$ cat src/rtl/uart_axil_pkg.sv
// Shared definitions for the UART AXI4-Lite controller: register map, bit positions,
// response codes and the write/read channel state types.
package uart_axil_pkg;

  localparam logic [1:0] REG_RXFIFO = 2'd0;
  localparam logic [1:0] REG_TXFIFO = 2'd1;
  localparam logic [1:0] REG_STAT   = 2'd2;
  localparam logic [1:0] REG_CTRL   = 2'd3;

  localparam logic [1:0] RESP_OKAY   = 2'b00;
  localparam logic [1:0] RESP_SLVERR = 2'b10;

  localparam int STAT_RX_VALID = 0;
  localparam int STAT_TX_EMPTY = 2;
  localparam int STAT_TX_FULL  = 3;
  localparam int STAT_INTR_EN  = 4;

  localparam int CTRL_RST_TX  = 0;
  localparam int CTRL_RST_RX  = 1;
  localparam int CTRL_EN_RX   = 2;
  localparam int CTRL_EN_TX   = 3;
  localparam int CTRL_INTR_EN = 4;

  // Only CTRL[4:2] are stored; bits 1:0 are fire-and-forget clear strobes.
  localparam logic [4:2] CTRL_RESET = 3'b011;

  typedef enum logic {W_IDLE = 1'b0, W_RESP = 1'b1} w_state_t;
  typedef enum logic {R_IDLE = 1'b0, R_RESP = 1'b1} r_state_t;

endpackage

$ cat src/rtl/uart_axil_ctrl_if.sv
// AXI4-Lite slave bus bundle for the UART controller.
// Handshake: a beat transfers on a rising edge where VALID and READY are both high; a source
// never waits for READY before raising VALID and holds its payload stable until the transfer.
interface uart_axil_ctrl_if #(
  parameter int ADDR_W = 4,
  parameter int DATA_W = 32
);
  logic [ADDR_W-1:0]   S_AXI_AWADDR;
  logic                S_AXI_AWVALID;
  logic                S_AXI_AWREADY;
  logic [DATA_W-1:0]   S_AXI_WDATA;
  logic [DATA_W/8-1:0] S_AXI_WSTRB;
  logic                S_AXI_WVALID;
  logic                S_AXI_WREADY;
  logic [1:0]          S_AXI_BRESP;
  logic                S_AXI_BVALID;
  logic                S_AXI_BREADY;
  logic [ADDR_W-1:0]   S_AXI_ARADDR;
  logic                S_AXI_ARVALID;
  logic                S_AXI_ARREADY;
  logic [DATA_W-1:0]   S_AXI_RDATA;
  logic [1:0]          S_AXI_RRESP;
  logic                S_AXI_RVALID;
  logic                S_AXI_RREADY;

  modport slave (
    input  S_AXI_AWADDR, S_AXI_AWVALID, S_AXI_WDATA, S_AXI_WSTRB, S_AXI_WVALID,
    input  S_AXI_BREADY, S_AXI_ARADDR, S_AXI_ARVALID, S_AXI_RREADY,
    output S_AXI_AWREADY, S_AXI_WREADY, S_AXI_BRESP, S_AXI_BVALID,
    output S_AXI_ARREADY, S_AXI_RDATA, S_AXI_RRESP, S_AXI_RVALID
  );

  modport master (
    output S_AXI_AWADDR, S_AXI_AWVALID, S_AXI_WDATA, S_AXI_WSTRB, S_AXI_WVALID,
    output S_AXI_BREADY, S_AXI_ARADDR, S_AXI_ARVALID, S_AXI_RREADY,
    input  S_AXI_AWREADY, S_AXI_WREADY, S_AXI_BRESP, S_AXI_BVALID,
    input  S_AXI_ARREADY, S_AXI_RDATA, S_AXI_RRESP, S_AXI_RVALID
  );
endinterface

$ cat src/rtl/uart_irq_gen.sv
// Interrupt pulse generator: one-cycle pulse on a rising edge of rx_valid or tx_empty while
// enabled. Edges are tracked every cycle so enabling over an already-true level does not fire.
module uart_irq_gen (
  input  logic clk,
  input  logic rst_n,
  input  logic rx_valid_i,
  input  logic tx_empty_i,
  input  logic intr_en_i,
  output logic irq_o
);
  logic rx_valid_q;
  logic tx_empty_q;
  logic irq_q, irq_d;

  assign irq_d = intr_en_i && ((rx_valid_i && !rx_valid_q) || (tx_empty_i && !tx_empty_q));
  assign irq_o = irq_q;

  always_ff @(posedge clk or negedge rst_n) begin
    if (!rst_n) begin
      rx_valid_q <= 1'b0;
      tx_empty_q <= 1'b0;
      irq_q      <= 1'b0;
    end else begin
      rx_valid_q <= rx_valid_i;
      tx_empty_q <= tx_empty_i;
      irq_q      <= irq_d;
    end
  end
endmodule

$ cat src/rtl/uart_axil_ctrl.sv
// AXI4-Lite register front end of the UART: independent write and read channel FSMs,
// single-cycle FIFO push/pop/clear strobes, CTRL/STAT registers and the interrupt pulse.
module uart_axil_ctrl
  import uart_axil_pkg::*;
#(
  parameter int C_S_AXI_ADDR_WIDTH = 4,
  parameter int C_S_AXI_DATA_WIDTH = 32,
  parameter int C_DATA_BITS        = 8
) (
  input  logic                   S_AXI_ACLK,
  input  logic                   S_AXI_ARESETN,
  uart_axil_ctrl_if.slave        s_axi,
  input  logic [C_DATA_BITS-1:0] RX_data,
  input  logic                   Empty,
  output logic                   rd_uart_en,
  output logic [C_DATA_BITS-1:0] TX_data,
  output logic                   wr_uart_en,
  input  logic                   Full,
  input  logic                   TX_empty,
  output logic                   rst_rx_fifo,
  output logic                   rst_tx_fifo,
  output logic                   Enable_rx,
  output logic                   Enable_tx,
  output logic                   Interrupt,
  output w_state_t               w_state_o,
  output r_state_t               r_state_o
);
  logic [C_S_AXI_ADDR_WIDTH-1:0] awaddr, araddr;
  logic [C_S_AXI_DATA_WIDTH-1:0] wdata;
  logic [1:0]                    w_sel, r_sel;
  logic                          w_hs, r_hs;

  w_state_t w_state_q, w_state_d;
  r_state_t r_state_q, r_state_d;

  logic [1:0]                    bresp_q, bresp_d;
  logic                          wr_en_q, wr_en_d;
  logic [C_DATA_BITS-1:0]        tx_data_q, tx_data_d;
  logic                          rst_tx_q, rst_tx_d;
  logic                          rst_rx_q, rst_rx_d;
  logic [4:2]                    ctrl_q, ctrl_d;
  logic [C_S_AXI_DATA_WIDTH-1:0] rdata_q, rdata_d;
  logic [1:0]                    rresp_q, rresp_d;
  logic                          rd_en_q, rd_en_d;
  logic [C_S_AXI_DATA_WIDTH-1:0] stat;
  logic                          unused_bits;

  assign awaddr = s_axi.S_AXI_AWADDR;
  assign araddr = s_axi.S_AXI_ARADDR;
  assign wdata  = s_axi.S_AXI_WDATA;
  assign w_sel  = awaddr[3:2];
  assign r_sel  = araddr[3:2];
  assign unused_bits = ^{awaddr[1:0], araddr[1:0], wdata[C_S_AXI_DATA_WIDTH-1:C_DATA_BITS],
                         s_axi.S_AXI_WSTRB[3:1]};

  // A write is accepted only when address and data arrive together.
  assign w_hs = (w_state_q == W_IDLE) && s_axi.S_AXI_AWVALID && s_axi.S_AXI_WVALID;
  assign r_hs = (r_state_q == R_IDLE) && s_axi.S_AXI_ARVALID;

  always_ff @(posedge S_AXI_ACLK or negedge S_AXI_ARESETN) begin
    if (!S_AXI_ARESETN) begin
      w_state_q <= W_IDLE;
      r_state_q <= R_IDLE;
    end else begin
      w_state_q <= w_state_d;
      r_state_q <= r_state_d;
    end
  end

  always_comb begin
    w_state_d = w_state_q;
    r_state_d = r_state_q;
    case (w_state_q)
      W_IDLE:  if (w_hs) w_state_d = W_RESP;
      W_RESP:  if (s_axi.S_AXI_BREADY) w_state_d = W_IDLE;
      default: w_state_d = W_IDLE;
    endcase
    case (r_state_q)
      R_IDLE:  if (r_hs) r_state_d = R_RESP;
      R_RESP:  if (s_axi.S_AXI_RREADY) r_state_d = R_IDLE;
      default: r_state_d = R_IDLE;
    endcase
  end

  // Readies are held low while reset is asserted even though the FSMs sit in IDLE.
  always_comb begin
    s_axi.S_AXI_AWREADY = S_AXI_ARESETN && w_hs;
    s_axi.S_AXI_WREADY  = S_AXI_ARESETN && w_hs;
    s_axi.S_AXI_BVALID  = (w_state_q == W_RESP);
    s_axi.S_AXI_ARREADY = S_AXI_ARESETN && (r_state_q == R_IDLE);
    s_axi.S_AXI_RVALID  = (r_state_q == R_RESP);
  end

  always_comb begin
    bresp_d   = bresp_q;
    wr_en_d   = 1'b0;
    tx_data_d = tx_data_q;
    rst_tx_d  = 1'b0;
    rst_rx_d  = 1'b0;
    ctrl_d    = ctrl_q;
    if (w_hs) begin
      bresp_d = RESP_OKAY;
      if (s_axi.S_AXI_WSTRB[0]) begin
        case (w_sel)
          REG_TXFIFO: begin
            if (Full) begin
              bresp_d = RESP_SLVERR;
            end else begin
              wr_en_d   = 1'b1;
              tx_data_d = wdata[C_DATA_BITS-1:0];
            end
          end
          REG_CTRL: begin
            rst_tx_d = wdata[CTRL_RST_TX];
            rst_rx_d = wdata[CTRL_RST_RX];
            ctrl_d   = wdata[4:2];
          end
          default: bresp_d = RESP_SLVERR;
        endcase
      end
    end
  end

  always_comb begin
    stat                = '0;
    stat[STAT_RX_VALID] = !Empty;
    stat[STAT_TX_EMPTY] = TX_empty;
    stat[STAT_TX_FULL]  = Full;
    stat[STAT_INTR_EN]  = ctrl_q[CTRL_INTR_EN];
  end

  // Read payload is captured once at the address handshake and then held until RREADY.
  always_comb begin
    rdata_d = rdata_q;
    rresp_d = rresp_q;
    rd_en_d = 1'b0;
    if (r_hs) begin
      rdata_d = '0;
      rresp_d = RESP_OKAY;
      case (r_sel)
        REG_RXFIFO: begin
          if (!Empty) begin
            rdata_d[C_DATA_BITS-1:0] = RX_data;
            rd_en_d                  = 1'b1;
          end else begin
            rresp_d = RESP_SLVERR;
          end
        end
        REG_STAT: rdata_d = stat;
        default:  rresp_d = RESP_SLVERR;
      endcase
    end
  end

  always_ff @(posedge S_AXI_ACLK or negedge S_AXI_ARESETN) begin
    if (!S_AXI_ARESETN) begin
      bresp_q   <= RESP_OKAY;
      wr_en_q   <= 1'b0;
      tx_data_q <= '0;
      rst_tx_q  <= 1'b0;
      rst_rx_q  <= 1'b0;
      ctrl_q    <= CTRL_RESET;
      rdata_q   <= '0;
      rresp_q   <= RESP_OKAY;
      rd_en_q   <= 1'b0;
    end else begin
      bresp_q   <= bresp_d;
      wr_en_q   <= wr_en_d;
      tx_data_q <= tx_data_d;
      rst_tx_q  <= rst_tx_d;
      rst_rx_q  <= rst_rx_d;
      ctrl_q    <= ctrl_d;
      rdata_q   <= rdata_d;
      rresp_q   <= rresp_d;
      rd_en_q   <= rd_en_d;
    end
  end

  assign s_axi.S_AXI_BRESP = bresp_q;
  assign s_axi.S_AXI_RDATA = rdata_q;
  assign s_axi.S_AXI_RRESP = rresp_q;
  assign wr_uart_en  = wr_en_q;
  assign TX_data     = tx_data_q;
  assign rd_uart_en  = rd_en_q;
  assign rst_tx_fifo = rst_tx_q;
  assign rst_rx_fifo = rst_rx_q;
  assign Enable_rx   = ctrl_q[CTRL_EN_RX];
  assign Enable_tx   = ctrl_q[CTRL_EN_TX];
  assign w_state_o   = w_state_q;
  assign r_state_o   = r_state_q;

  uart_irq_gen u_irq (
    .clk        (S_AXI_ACLK),
    .rst_n      (S_AXI_ARESETN),
    .rx_valid_i (!Empty),
    .tx_empty_i (TX_empty),
    .intr_en_i  (ctrl_q[CTRL_INTR_EN]),
    .irq_o      (Interrupt)
  );
endmodule

$ cat src/flat_wrapper.sv
// flat-port wrapper written by rule: the top's interface ports become plain ports
module uart_axil_ctrl_flat import uart_axil_pkg::*;
#(
  parameter int C_S_AXI_ADDR_WIDTH = 4,
  parameter int C_S_AXI_DATA_WIDTH = 32,
  parameter int C_DATA_BITS        = 8
)
  (S_AXI_ACLK, S_AXI_ARESETN, RX_data, Empty, rd_uart_en, TX_data, wr_uart_en, Full, TX_empty, rst_rx_fifo, rst_tx_fifo, Enable_rx, Enable_tx, Interrupt, w_state_o, r_state_o, s_axi_S_AXI_AWADDR, s_axi_S_AXI_AWVALID, s_axi_S_AXI_WDATA, s_axi_S_AXI_WSTRB, s_axi_S_AXI_WVALID, s_axi_S_AXI_BREADY, s_axi_S_AXI_ARADDR, s_axi_S_AXI_ARVALID, s_axi_S_AXI_RREADY, s_axi_S_AXI_AWREADY, s_axi_S_AXI_WREADY, s_axi_S_AXI_BRESP, s_axi_S_AXI_BVALID, s_axi_S_AXI_ARREADY, s_axi_S_AXI_RDATA, s_axi_S_AXI_RRESP, s_axi_S_AXI_RVALID);
  uart_axil_ctrl_if s_axi_i ();
  input  logic S_AXI_ACLK;
  input  logic S_AXI_ARESETN;
  input  logic [C_DATA_BITS-1:0] RX_data;
  input  logic Empty;
  output logic rd_uart_en;
  output logic [C_DATA_BITS-1:0] TX_data;
  output logic wr_uart_en;
  input  logic Full;
  input  logic TX_empty;
  output logic rst_rx_fifo;
  output logic rst_tx_fifo;
  output logic Enable_rx;
  output logic Enable_tx;
  output logic Interrupt;
  output w_state_t w_state_o;
  output r_state_t r_state_o;
  input wire logic [$bits(s_axi_i.S_AXI_AWADDR)-1:0] s_axi_S_AXI_AWADDR;
  input wire logic [$bits(s_axi_i.S_AXI_AWVALID)-1:0] s_axi_S_AXI_AWVALID;
  input wire logic [$bits(s_axi_i.S_AXI_WDATA)-1:0] s_axi_S_AXI_WDATA;
  input wire logic [$bits(s_axi_i.S_AXI_WSTRB)-1:0] s_axi_S_AXI_WSTRB;
  input wire logic [$bits(s_axi_i.S_AXI_WVALID)-1:0] s_axi_S_AXI_WVALID;
  input wire logic [$bits(s_axi_i.S_AXI_BREADY)-1:0] s_axi_S_AXI_BREADY;
  input wire logic [$bits(s_axi_i.S_AXI_ARADDR)-1:0] s_axi_S_AXI_ARADDR;
  input wire logic [$bits(s_axi_i.S_AXI_ARVALID)-1:0] s_axi_S_AXI_ARVALID;
  input wire logic [$bits(s_axi_i.S_AXI_RREADY)-1:0] s_axi_S_AXI_RREADY;
  output wire logic [$bits(s_axi_i.S_AXI_AWREADY)-1:0] s_axi_S_AXI_AWREADY;
  output wire logic [$bits(s_axi_i.S_AXI_WREADY)-1:0] s_axi_S_AXI_WREADY;
  output wire logic [$bits(s_axi_i.S_AXI_BRESP)-1:0] s_axi_S_AXI_BRESP;
  output wire logic [$bits(s_axi_i.S_AXI_BVALID)-1:0] s_axi_S_AXI_BVALID;
  output wire logic [$bits(s_axi_i.S_AXI_ARREADY)-1:0] s_axi_S_AXI_ARREADY;
  output wire logic [$bits(s_axi_i.S_AXI_RDATA)-1:0] s_axi_S_AXI_RDATA;
  output wire logic [$bits(s_axi_i.S_AXI_RRESP)-1:0] s_axi_S_AXI_RRESP;
  output wire logic [$bits(s_axi_i.S_AXI_RVALID)-1:0] s_axi_S_AXI_RVALID;
  assign s_axi_i.S_AXI_AWADDR = s_axi_S_AXI_AWADDR;
  assign s_axi_i.S_AXI_AWVALID = s_axi_S_AXI_AWVALID;
  assign s_axi_i.S_AXI_WDATA = s_axi_S_AXI_WDATA;
  assign s_axi_i.S_AXI_WSTRB = s_axi_S_AXI_WSTRB;
  assign s_axi_i.S_AXI_WVALID = s_axi_S_AXI_WVALID;
  assign s_axi_i.S_AXI_BREADY = s_axi_S_AXI_BREADY;
  assign s_axi_i.S_AXI_ARADDR = s_axi_S_AXI_ARADDR;
  assign s_axi_i.S_AXI_ARVALID = s_axi_S_AXI_ARVALID;
  assign s_axi_i.S_AXI_RREADY = s_axi_S_AXI_RREADY;
  assign s_axi_S_AXI_AWREADY = s_axi_i.S_AXI_AWREADY;
  assign s_axi_S_AXI_WREADY = s_axi_i.S_AXI_WREADY;
  assign s_axi_S_AXI_BRESP = s_axi_i.S_AXI_BRESP;
  assign s_axi_S_AXI_BVALID = s_axi_i.S_AXI_BVALID;
  assign s_axi_S_AXI_ARREADY = s_axi_i.S_AXI_ARREADY;
  assign s_axi_S_AXI_RDATA = s_axi_i.S_AXI_RDATA;
  assign s_axi_S_AXI_RRESP = s_axi_i.S_AXI_RRESP;
  assign s_axi_S_AXI_RVALID = s_axi_i.S_AXI_RVALID;
  uart_axil_ctrl #(.C_S_AXI_ADDR_WIDTH(C_S_AXI_ADDR_WIDTH), .C_S_AXI_DATA_WIDTH(C_S_AXI_DATA_WIDTH), .C_DATA_BITS(C_DATA_BITS)) u_core (.S_AXI_ACLK(S_AXI_ACLK), .S_AXI_ARESETN(S_AXI_ARESETN), .s_axi(s_axi_i), .RX_data(RX_data), .Empty(Empty), .rd_uart_en(rd_uart_en), .TX_data(TX_data), .wr_uart_en(wr_uart_en), .Full(Full), .TX_empty(TX_empty), .rst_rx_fifo(rst_rx_fifo), .rst_tx_fifo(rst_tx_fifo), .Enable_rx(Enable_rx), .Enable_tx(Enable_tx), .Interrupt(Interrupt), .w_state_o(w_state_o), .r_state_o(r_state_o));
endmodule
$ cat config.mk
export PLATFORM = sky130hd
export DESIGN_NAME = uart_axil_ctrl_flat
export DESIGN_NICKNAME = d
export VERILOG_FILES = /design/src/rtl/uart_axil_pkg.sv /design/src/rtl/uart_axil_ctrl_if.sv /design/src/rtl/uart_irq_gen.sv /design/src/rtl/uart_axil_ctrl.sv /design/src/flat_wrapper.sv
export SDC_FILE = /design/constraint.sdc
export NUM_CORES = 1
export LEC_CHECK = 0
export CORE_MARGIN = 2
export CORE_UTILIZATION = 35
export CTS_BUF_LIST = sky130_fd_sc_hd__clkbuf_2
export CTS_CLUSTER_SIZE = 10
export DETAILED_ROUTE_END_ITERATION = 6
export PLACE_DENSITY_LB_ADDON = 0.3
export SKIP_CTS_REPAIR_TIMING = 1
export SYNTH_ARGS = -nofsm -noshare
export SYNTH_HDL_FRONTEND = slang
export SYNTH_SLANG_ARGS = --single-unit
$ cat constraint.sdc
create_clock -name S_AXI_ACLK -period 2.25 [get_ports S_AXI_ACLK]
set_input_delay 0.45 -clock S_AXI_ACLK [delete_from_list [all_inputs] [get_ports S_AXI_ACLK]]
set_output_delay 0.45 -clock S_AXI_ACLK [all_outputs]
set_load 0.05 [all_outputs]
==> impl_metrics.ini <==
[outcome]
status = finished, final reports clean

[worst_setup_path]
critical_path_class = reg2out
required_ps = 1800
critPathTopFamily = buffers and inverters
worstPathCellList = clkdlybuf4s50_1
critPathMaxStageDelay_ps = 800
worst-path-buf-inv = 1
crit_slowest_cell = clkdlybuf4s50_1
cp_data_arrival_time_ps = 1690
worstPathMaxFanout = 2
endpoint_kind = primary output
start_kind = register

[synthesis]
netlist_instances = 115
netlist_area_um2 = 1418
yosysTopAreaCellShare = 0.4943
yosys_most_used_dff = dfrtp_1
seq_area_frac_synth = 0.5313
syn_area_per_cell_um2 = 12.33
yosysMostFrequentCell = buf_4
synthTopCellsByCount = buf_4 (29), dfrtp_1 (28), a22o_1 (8), inv_1 (8), mux2_2 (8)
synth_edf_count = 0
yosysTopAreaCell = dfrtp_1
async_flop_share = 1.000
ys_types = 26
ys_warn_count = 0
synth_seq_cells = 30
netlist_top_cells_area = dfrtp_1 (49%), buf_4 (15%), mux2_2 (6.4%)

[layout]
nets = 241
area_growth_syn_to_layout_pct = 47.40
drive_gt1_frac = 0.1722
diodes = 0
final_cells = 230
n_fill_cell = 346

[clocking]
htree_levels = 2
clockBufferDepth = 2
clock-sinks = 30
path_clk_slew_ps = 160
clkLatencyLatePin_ps = 340
cts_tree = yes
numCtsBuffers = 5
clockRootBuffer = clkbuf_2

[detailed_routing]
firstDrtPassIters = 4
wl_per_cell_um = 13.17
drtIter0Drc = 54
vias = 996
ant_nets = 0
via_per_inst = 4.330
wl_um = 3028
drc_errors = 0

[global_routing]
grt_util_all_layers = 0.1351
grt_pass1_vias = 952
grt_pass1_wl_um = 4491
grt_max_degree = 31
antenna_found_initial = 0
grt_overflow = 0

[sta]
slew_headroom = 0.6091
maxClockFrequency_ghz = 0.4664
worst_slew_pin_slew_ps = 578.5
period_share = 0.9528
setup_tns_ps = 0
rsz0062_at_grt = false
whs_ps = 517.4
post-route-min-period_ps = 2144
finalHoldViolations = 0
timing.final.ws_setup_ps = 106.1
setup_violations = 0
report.final.slew_viol_count = 0
finalClockSkew_ps = 11.29

[die]
die_w_um = 67.64
dieArea_um2 = 4575
die_h_um = 67.64
rows = 23
io_pins = 120
initial_core_util = 0.3596
coreArea_um2 = 3943

[place]
dpl.hpwl_um = 2323
place_inst = 222
dp_slack_ps = 262.8
placement.io_buffers = 62
gp_congestion = 0.6632

[power_and_ir_drop]
p_leak_nw = 0.9903
peakVddDrop_mv = 0.5380
power_density_nw_per_um2 = 875.1

[worst_hold_path]
min_path_type = reg2reg

[flow_run]
drv_cap = 0
[layer usage]
metal	up-vias	global-route usage	share of wire
met5	-	0	0
met4	0	0.04592	0.0076
met1	479	0.1572	0.38
met3	5	0.05000	0.099
li1	461	-	-
met2	51	0.2279	0.51
[path summary, 6_finish.rpt]
check	from	to	slack (ps)	cells past startpoint
worst min-delay path	u_core.s_axi.S_AXI_RDATA[0]$_DFFE_PN0P_	u_core.s_axi.S_AXI_RDATA[0]$_DFFE_PN0P_	520	2
max in group asynchronous	S_AXI_ARESETN	u_core.ctrl_q[2]$_DFFE_PN1P_	1370	2
min in group asynchronous	S_AXI_ARESETN	u_core.ctrl_q[4]$_DFFE_PN0P_	550	2
worst max-delay path	u_core.ctrl_q[2]$_DFFE_PN1P_	Enable_rx	110	1
worst min register to register	u_core.s_axi.S_AXI_RDATA[0]$_DFFE_PN0P_	u_core.s_axi.S_AXI_RDATA[0]$_DFFE_PN0P_	520	2
worst max register to register	u_core.r_state_o$_DFF_PN0_	u_core.s_axi.S_AXI_RDATA[5]$_DFFE_PN0P_	660	3
[registers in the layout, summed over array words and instances (netlist names)]
signal                     cells
u_core.TX_data                 8
u_core.ctrl_q                  3
u_core.r_state_o               1
u_core.rd_uart_en              1
u_core.rst_rx_fifo             1
u_core.rst_tx_fifo             1
u_core.s_axi.S_AXI_BRESP       1
u_core.s_axi.S_AXI_BVALID      1
u_core.s_axi.S_AXI_RDATA       8
u_core.s_axi.S_AXI_RRESP       1
u_core.u_irq.irq_o             1
u_core.u_irq.rx_valid_q        1
u_core.u_irq.tx_empty_q        1
u_core.wr_uart_en              1
[per-stage QoR]
stage / area [um2] / total power [mW] / utilization
finish: 2090 / 1.829 / 0.5300
global route: 2090 / 1.917 / 0.5300
CTS: 2090 / 1.851 / 0.5300
detailed placement: 2001 / 1.368 / 0.5075
global placement: 2001 / 1.356 / 0.5075
floorplan: 1514 / 1.159 / -
[power breakdown]
part / internal [mW] / leakage [nW] / total, mW / switching [mW]
Clock: 0.297 / 0.0506 / 0.474 / 0.177
Sequential: 0.617 / 0.388 / 0.659 / 0.0419
Combinational: 0.239 / 0.552 / 0.696 / 0.457
[logic make-up (layout without fill, tap and decap cells)]
family	Yosys count	in the layout	synth area share
flops	30	30	0.5313
mux	11	11	0.09532
compound gates	18	18	0.09356
buf+inv	39	79	0.1862
simple gates	16	16	0.09091
other cells	1	26	0.002645
[placed cells by master (no fill, tap or decap), drive strengths merged, types with 2 or more instances in the layout]
master,count
o21ai,4
and2,3
nor2,4
conb,26
clkdlybuf4s50,59
a22o,8
dfrtp,28
mux2,11
bufinv,2
clkbuf,5
buf,4
nand3,2
inv,8
dfstp,2
nand2,2
a21o,3
[worst min-delay path: cells and delay by family, from the launching register on]
kind	cells	cell delay [ps]
flops	1	390
simple gates	1	60
compound gates	1	50
[area by class of cell]
class                   instances  area [um2]  share of cell area
clock buffers                   5       25.02             0.01198
multi-input cells              71       496.7              0.2377
flip-flops and latches         30       753.2              0.3605
well taps                      50       62.56             0.02994
repair buffers                 63       658.1              0.3150
inverters                       8       30.03             0.01437
clock inverters                 3       63.81             0.03054
(Power assumes the default switching activity.)
